### config.mk
export PLATFORM = sky130hd
export DESIGN_NAME = rw_cmd_arbiter
export DESIGN_NICKNAME = d
export VERILOG_FILES = /design/src/rtl/rw_cmd_arbiter.sv
export SDC_FILE = /design/constraint.sdc
export NUM_CORES = 1
export LEC_CHECK = 0
export CAP_MARGIN = 20
export CELL_PAD_IN_SITES_DETAIL_PLACEMENT = 0
export CELL_PAD_IN_SITES_GLOBAL_PLACEMENT = 1
export CORE_MARGIN = 8
export CORE_UTILIZATION = 48
export DETAILED_ROUTE_END_ITERATION = 10
export DONT_BUFFER_PORTS = 1
export GPL_ROUTABILITY_DRIVEN = 1
export PLACE_DENSITY = 0.88
export SLEW_MARGIN = 20
export SYNTH_ARGS = -nofsm -noshare
export SYNTH_HDL_FRONTEND = slang
export SYNTH_SLANG_ARGS = --single-unit
### constraint.sdc
create_clock -name mem_clk -period 3.66 [get_ports mem_clk]
set_input_delay 0.549 -clock mem_clk [delete_from_list [all_inputs] [get_ports mem_clk]]
set_output_delay 0.549 -clock mem_clk [all_outputs]
set_load 0.05 [all_outputs]
### src/rtl/rw_cmd_arbiter.sv
// Read/write address-FIFO command scheduler: read priority, bounded write starvation,
// bus-turnaround idle gap. Optional periodic refresh is enabled by defining REFRESH_EN.
module rw_cmd_arbiter #(
  parameter int AW         = 32,
  parameter int TURN       = 4,
  parameter int STARVE_MAX = 8
`ifdef REFRESH_EN
  ,
  parameter int TREFI      = 3900,
  parameter int TRFC       = 30
`endif
) (
  input  logic          mem_clk,
  input  logic          rst_n,
  input  logic          rd_mt,
  input  logic [AW-1:0] rd_adrs,
  output logic          rd_pop,
  input  logic          wr_mt,
  input  logic [AW-1:0] wr_adrs,
  output logic          wr_pop,
  input  logic          cmd_ready,
  output logic          cmd_valid,
  output logic          cmd_rw,
  output logic [AW-1:0] cmd_adrs,
  output logic          ref_req,
  output logic          busy
);

  localparam int SW = (STARVE_MAX < 1) ? 1 : $clog2(STARVE_MAX + 1);
  localparam int TW = (TURN < 2) ? 1 : $clog2(TURN);

  typedef enum logic [2:0] {
    S_IDLE,
    S_FETCH,
    S_ISSUE,
    S_TURN,
    S_REF
  } state_t;

  state_t        state_q, state_d;
  logic          dir_q, dir_d;
  logic          last_rw_q, last_rw_d;
  logic [SW-1:0] streak_q, streak_d, streak_nxt;
  logic [TW-1:0] turn_cnt_q, turn_cnt_d;
  logic          cmd_valid_q, cmd_valid_d;
  logic          cmd_rw_q, cmd_rw_d;
  logic [AW-1:0] cmd_adrs_q, cmd_adrs_d;

  logic wr_sel, rd_sel, xfer;
  logic nxt_wr_sel, nxt_rd_sel, dir_change;
  logic rd_pop_c, wr_pop_c;

`ifdef REFRESH_EN
  localparam int RW = (TREFI < 2) ? 1 : $clog2(TREFI);
  localparam int FW = (TRFC < 2) ? 1 : $clog2(TRFC);

  logic [RW-1:0] trefi_cnt_q, trefi_cnt_d;
  logic [FW-1:0] rfc_cnt_q, rfc_cnt_d;
  logic          ref_pend_q, ref_pend_d;
  logic          trefi_wrap, ref_take;

  // A wrap while a refresh is already pending merges into it rather than queueing another.
  always_comb begin
    trefi_wrap  = (trefi_cnt_q == RW'(TREFI - 1));
    trefi_cnt_d = trefi_wrap ? '0 : trefi_cnt_q + RW'(1);
    ref_take    = (state_q == S_IDLE) && ref_pend_q && cmd_ready;
    ref_pend_d  = (ref_pend_q && !ref_take) || trefi_wrap;
  end

  assign ref_req = ref_take && rst_n;
`else
  assign ref_req = 1'b0;
`endif

  always_comb begin
    state_d     = state_q;
    dir_d       = dir_q;
    last_rw_d   = last_rw_q;
    streak_d    = streak_q;
    turn_cnt_d  = turn_cnt_q;
    cmd_valid_d = cmd_valid_q;
    cmd_rw_d    = cmd_rw_q;
    cmd_adrs_d  = cmd_adrs_q;
`ifdef REFRESH_EN
    rfc_cnt_d   = rfc_cnt_q;
`endif
    rd_pop_c    = 1'b0;
    wr_pop_c    = 1'b0;

    wr_sel = !wr_mt && (rd_mt || (streak_q == SW'(STARVE_MAX)));
    rd_sel = !rd_mt && !wr_sel;
    xfer   = cmd_valid_q && cmd_ready;

    if (!dir_q || wr_mt)
      streak_nxt = '0;
    else if (streak_q == SW'(STARVE_MAX))
      streak_nxt = streak_q;
    else
      streak_nxt = streak_q + SW'(1);

    // Turnaround is judged on the selection IDLE would make right after this transfer.
    nxt_wr_sel = !wr_mt && (rd_mt || (streak_nxt == SW'(STARVE_MAX)));
    nxt_rd_sel = !rd_mt && !nxt_wr_sel;
    dir_change = dir_q ? nxt_wr_sel : nxt_rd_sel;

    case (state_q)
      S_IDLE: begin
`ifdef REFRESH_EN
        if (ref_take) begin
          rfc_cnt_d = FW'(TRFC - 1);
          state_d   = S_REF;
        end else
`endif
        if (cmd_ready && (rd_sel || wr_sel)) begin
          rd_pop_c = rd_sel;
          wr_pop_c = wr_sel;
          dir_d    = rd_sel;
          state_d  = S_FETCH;
        end
      end
      S_FETCH: begin
        cmd_adrs_d  = dir_q ? rd_adrs : wr_adrs;
        cmd_rw_d    = dir_q;
        cmd_valid_d = 1'b1;
        state_d     = S_ISSUE;
      end
      S_ISSUE: begin
        if (xfer) begin
          cmd_valid_d = 1'b0;
          streak_d    = streak_nxt;
          last_rw_d   = dir_q;
          if ((TURN > 0) && dir_change) begin
            turn_cnt_d = TW'(TURN - 1);
            state_d    = S_TURN;
          end else begin
            state_d    = S_IDLE;
          end
        end
      end
      S_TURN: begin
        if (turn_cnt_q == '0)
          state_d = S_IDLE;
        else
          turn_cnt_d = turn_cnt_q - TW'(1);
      end
      S_REF: begin
`ifdef REFRESH_EN
        if (rfc_cnt_q == '0)
          state_d = S_IDLE;
        else
          rfc_cnt_d = rfc_cnt_q - FW'(1);
`else
        state_d = S_IDLE;
`endif
      end
      default: state_d = S_IDLE;
    endcase
  end

  always_ff @(posedge mem_clk) begin
    if (!rst_n) begin
      state_q     <= S_IDLE;
      dir_q       <= 1'b0;
      last_rw_q   <= 1'b1;
      streak_q    <= '0;
      turn_cnt_q  <= '0;
      cmd_valid_q <= 1'b0;
      cmd_rw_q    <= 1'b0;
      cmd_adrs_q  <= '0;
`ifdef REFRESH_EN
      trefi_cnt_q <= '0;
      rfc_cnt_q   <= '0;
      ref_pend_q  <= 1'b0;
`endif
    end else begin
      state_q     <= state_d;
      dir_q       <= dir_d;
      last_rw_q   <= last_rw_d;
      streak_q    <= streak_d;
      turn_cnt_q  <= turn_cnt_d;
      cmd_valid_q <= cmd_valid_d;
      cmd_rw_q    <= cmd_rw_d;
      cmd_adrs_q  <= cmd_adrs_d;
`ifdef REFRESH_EN
      trefi_cnt_q <= trefi_cnt_d;
      rfc_cnt_q   <= rfc_cnt_d;
      ref_pend_q  <= ref_pend_d;
`endif
    end
  end

  // Pops are decided in IDLE from the live empty flags so the FIFO data lands during FETCH.
  assign rd_pop    = rd_pop_c && rst_n;
  assign wr_pop    = wr_pop_c && rst_n;
  assign cmd_valid = cmd_valid_q;
  assign cmd_rw    = cmd_rw_q;
  assign cmd_adrs  = cmd_adrs_q;
  assign busy      = (state_q != S_IDLE);

endmodule

# ---- Yosys cells after proc, flatten, opt, wreduce, memory -nomap -nowiden
# Cells that the tools add are included.
dict set report totals {
  regBits 44
  word_cells 65
}
dict set report op_classes {
  addsub 2
  n_eq_ne 10
  muxes 19
  reduce_logical 27
}
# cell count
set ops {}
lappend ops {{$mux 32} 1}
lappend ops {{$pmux 3 s4} 1}
lappend ops {{$ne 2x2->1 const B} 5}
lappend ops {{$mux 3} 3}
lappend ops {{$eq 4x4->1 const B} 2}
lappend ops {{$logic_and 1x1->1} 8}
lappend ops {{$mux 2} 4}
lappend ops {{$mux 4} 2}
lappend ops {{$eq 3x2->1 const B} 2}
lappend ops {{$mux 1} 6}
lappend ops {{$reduce_and 2->1} 3}
lappend ops {{$logic_not 1->1} 5}
lappend ops {{$add 4x1->4 const B} 1}
lappend ops {{$logic_or 1x1->1} 4}
lappend ops {{$pmux 2 s2} 1}
lappend ops {{$reduce_and 4->1} 1}
lappend ops {{$reduce_bool 2->1} 2}
lappend ops {{$eq 3x1->1 const B} 1}
lappend ops {{$logic_not 3->1} 1}
lappend ops {{$reduce_and 3->1} 1}
lappend ops {{$reduce_bool 3->1} 1}
lappend ops {{$logic_not 2->1} 1}
lappend ops {{$pmux 1 s2} 1}
lappend ops {{$sub 2x1->2 const B} 1}

# ---- Longest topological paths before layout
dict set report depth {
  depth_word 12
  mapped_depth 7
  ltp_nobuf 7
}

# ---- Least setup slack after synthesis
# Ideal clock, no wire load.
dict set report synth_path {
  path_type {input to output}
  from {in rst_n}
  to {out rd_pop}
  arrival_ps 2075
  t_required_ps 3111
  path_slack_ps 1036
  cell_stages 3
  path_buffers 1
  path_cell_list {clkbuf_1 > nand3_1 > a211oi_1}
}
dict set report synth_between {
  elab_chain_len 1
}
# element line_no
set synth_lines {}
lappend synth_lines {{from (decl)} 14} ;# input logic rst_n,
lappend synth_lines {{$logic_and 1x1->1} 193} ;# assign rd_pop = rd_pop_c && rst_n;
lappend synth_lines {{to (decl)} 17} ;# output logic rd_pop,
# No other way between the ends.

# ---- Final worst setup path
dict set report layout_path {
  from {reg streak_q[0]}
  to {out rd_pop}
}
dict set report layout_between {
  elab_chain_len 10
}
# element line_no
set layout_lines {}
lappend layout_lines {{from (decl)} 43} ;# logic [SW-1:0] streak_q, streak_d, streak_nxt;
lappend layout_lines {{from (signal assigned)} 179} ;# streak_q <= streak_d;
lappend layout_lines {{$eq 4x4->1 (*)} 90} ;# wr_sel = !wr_mt && (rd_mt || (streak_q == SW'(STARVE_MAX)));
lappend layout_lines {{$logic_or 1x1->1 (*)} 90}
lappend layout_lines {{$logic_and 1x1->1 (*)} 90}
lappend layout_lines {{$logic_not 1->1} 91} ;# rd_sel = !rd_mt && !wr_sel;
lappend layout_lines {{$logic_and 1x1->1} 91}
lappend layout_lines {{$logic_or 1x1->1} 114} ;# if (cmd_ready && (rd_sel || wr_sel)) begin
lappend layout_lines {{$logic_and 1x1->1} 114}
lappend layout_lines {{$mux 1 (*)} 114}
lappend layout_lines {{$mux 1 (*)} 106} ;# case (state_q)
lappend layout_lines {{$logic_and 1x1->1 (*)} 193}
# Every way passes the cells marked *; elsewhere a longest branch is shown, timed or not.

==> reports/qor.csv <==
stage,metric,value,unit
cells_and_area,nets,307,
routing,Remaining DRCs,0,
timing,RSZ-0062 raised after global routing,false,
critical_path,Crit Path Category,reg -> out,
clock_network,Hold Buf Count CTS,0,
timing,final hold vios,0,
place,HPWL Detailed,3750,um
cells_and_area,"most common cell after layout, fill and taps aside",dfxtp_1,
grt,largest net degree at the start of global routing,45,
clock_network,clock tree sinks,43,
cells_and_area,"commonest non-fill, non-tap cells in the layout","dfxtp_1 (42), nand2_1 (41), mux2i_1 (35)",
yosys,Synth area leader,dfxtp_1,
clock_network,CTS resizes,0,
power_and_ir_drop,Worst VDD drop,0.000267,V
critical_path,Worst Setup End Kind,primary output,
yosys,asr flop ratio synth,0,
cells_and_area,Layout area overhead,4.20,%
timing,Setup Skew,0.00568,ns
floorplanning,Die Height,84.2,um
clock_network,clock slew at reported path FFs,0.08,ns
worst_hold_path,Hold WC Path Type,in -> reg,
yosys,"EDFF count, synth",0,
timing,worst slew pin tran,0.903,ns
power_and_ir_drop,Net Sw Power,354,uW
floorplanning,starting density of the core,0.486,
yosys,synthesized area,0.00223,mm^2
power_and_ir_drop,switch share,0.339,
routing,drt via density,5.79,
grt,initial antenna violation count,0,
timing,Slew Limit Fails,0,
clock_network,CTS tree,done,
critical_path,FF-to-FF End,cmd_adrs[16]$_SDFFE_PN0P_,
grt,met2 GRT Util,0.226,
clock_network,Post CTS Setup Buffer Count,0,
grt,M3 GR Usage,0.0610,
grt,met1 Usage GRT,0.160,
power_and_ir_drop,Logic pwr share,0.112,
floorplanning,core area,0.00460,mm^2
clock_network,# H-tree levels,2,
yosys,"FF+latch count, synth",43,
routing,routed len/inst,17.8,um
critical_path,worst r2r path cells,4,
clock_network,CTS root buf,clkbuf_8,
job,max-cap violations,0,
floorplanning,die area,0.00709,mm^2
yosys,Synth warnings,0,
yosys,"Avg Cell Area, Syn",9.12,um^2
clock_network,insertion delay to the later sink of the worst-skew pair,0.29,ns
grt,global-route wire length before repair,8270,um
power_and_ir_drop,Internal Pwr Total,689,uW
clock_network,Max Root-Sink Buffers,2,
place,Placer Congestion,0.801,
routing,DRT antenna net count,0,
timing,min Tclk post-route,2.58,ns
critical_path,crit path DAT,2.03,ns
cells_and_area,antenna cells,0,
worst_hold_path,hold path depth,1,
grt,number of global-route vias before repair,1709,
grt,GR Util All Layers,0.139,
critical_path,CP Cell Sequence,"inv_1, ha_1, nand2_2, nor2_1, a211oi_2",
critical_path,Reg2Reg Launch Point,state_q[0]$_SDFFE_PN0P_,
critical_path,reg2reg setup slack,1.68,ns
grt,gr busiest metal,met2,
place,PortBufs,0,
yosys,share of the synthesized area in the top cell type,0.385,
worst_hold_path,HP Start,rst_n,
status,status,finished clean,
critical_path,CP max stage delay,0.79,ns
critical_path,"Slowest-stage cell, CP",a211oi_2,
routing,Iteration-0 DRC Markers,69,
clock_network,cts bufs inserted,5,
routing,"wirelength, routed",5150,um
routing,TritonRoute pass-1 iters,5,
floorplanning,Core Rows,25,
floorplanning,Horiz. Die Dim,84.2,um
yosys,Synthesized Nets,317,
cells_and_area,filler cell count,428,
cells_and_area,layout cells sized above 1,0.0678,
timing,fin crit share,0.705,
cells_and_area,utilization after layout,0.506,
grt,GRT overflow,0,
critical_path,WP buf/inv,1,
critical_path,Worst EP required,3.11,ns
timing,Max-slew headroom,0.397,
worst_hold_path,hold path endpoint,cmd_adrs[30]$_SDFFE_PN0P_,
yosys,Syn Inst Count,245,
yosys,"Top FF cell, synth",dfxtp_1,
cells_and_area,"Design Area, Final",0.00233,mm^2
timing,maximum clock rate,387,MHz
yosys,post-synthesis cell type count,33,
power_and_ir_drop,Pwr per Cell Area,448,mW/mm^2
critical_path,Startpoint Class,flop,
place,Placed Area,0.00224,mm^2
power_and_ir_drop,static leakage,1.14,nW
timing,final setup violation count,0,
yosys,Synth area leaders,"dfxtp_1 (39%), mux2i_1 (16%), o211a_1 (14%), nand2_1 (6.9%), buf_2 (2.2%)",
critical_path,"Max FO, Critical Path",8,
critical_path,crit-path leading delay family,compound AO/OA/AOI/OAI gates,
floorplanning,Ports,107,
power_and_ir_drop,Clock Power Share,0.283,
routing,via count,1680,
timing,setup tns final,0,ns
yosys,"Seq/Total Area, Yosys",0.385,
power_and_ir_drop,register share of total power,0.605,
metal layers:
metal,part of all wire,vias to the layer above
met5,0,-
met4,0.0082,0
met3,0.088,4
met2,0.49,56
met1,0.41,777
li1,-,843
through the flow:
stage	instances	hold slack (ns)	setup WS (ns)	power (mW)
6_report	290	0.386	1.08	1.04
5_1_grt	290	0.367	0.984	1.09
3_3_place_gp	282	0.501	1.43	0.757
4_1_cts	290	0.375	1.06	1.05
2_1_floorplan	245	0.472	1.04	0.744
3_5_place_dp	282	0.506	1.38	0.761
cell usage after synthesis (5+ instances only):
cell      number
nand3_1        9
o21ai_0        6
dfxtp_1       43
nand2_1       41
o211a_1       32
mux2i_1       35
a21oi_1        8
nor2_1        11
clkbuf_1       7
buf_2         10
nor2b_1        5
inv_1          7
layout make-up:
| type | instances | area (um^2) | area share |
|---|---|---|---|
| multi-input cells | 175 | 1260 | 0.543 |
| flip-flops and latches | 43 | 862 | 0.370 |
| clock buffers | 6 | 72.6 | 0.0312 |
| well taps | 54 | 67.6 | 0.0290 |
| inverters | 7 | 26.3 | 0.0113 |
| repair buffers | 3 | 22.5 | 0.00968 |
| clock inverters | 2 | 12.5 | 0.00538 |
cell families (layout without fill, tap and decap cells):
kind of cell             count (synthesis)  count (layout)  synth area share
AO/OA/AOI/OAI                           57              57             0.218
adder cells (fa/ha/maj)                  3               3            0.0168
other                                    1               1           0.00168
XOR/XNOR                                 1               1           0.00392
buffers and inverters                   27              18            0.0543
flip-flops                              43              43             0.385
AND/OR/NAND/NOR                         78              78             0.163
multiplexers                            35              35             0.157
sequential cells by signal, summed over array words and instances, names as in the netlist:
register,flops
cmd_valid,1
cmd_adrs,32
dir_q,1
turn_cnt_q,2
cmd_rw,1
state_q,2
streak_q,4
how the worst max path moves through the flow:
stage	from	end	slack, ns	cells after the start
finish	streak_q[0]$_SDFFE_PN0P_	rd_pop	1.08	5
global route	streak_q[0]$_SDFFE_PN0P_	rd_pop	0.98	5
CTS	streak_q[0]$_SDFFE_PN0P_	rd_pop	1.06	5
detailed placement	streak_q[0]$_SDFFE_PN0P_	rd_pop	1.38	5
global placement	streak_q[0]$_SDFFE_PN0P_	rd_pop	1.43	5
floorplan	rst_n	rd_pop	1.04	3
power groups by stage:
stage | Sequential, mW | Combinational, mW | Clock [mW]
floorplan | 0.623 | 0.121 | 0
global placement | 0.643 | 0.115 | 0
detailed placement | 0.643 | 0.117 | 0
CTS | 0.632 | 0.118 | 0.304
global route | 0.637 | 0.130 | 0.323
finish | 0.631 | 0.116 | 0.295
worst register-to-register path: cells and delay by family (launching register included):
family                 cells  cell delay, ns
AND/OR/NAND/NOR            2            0.75
flip-flops                 1            0.55
buffers and inverters      1            0.44
AO/OA/AOI/OAI              1            0.13
No activity file was read; power rests on OpenSTA's default activity.
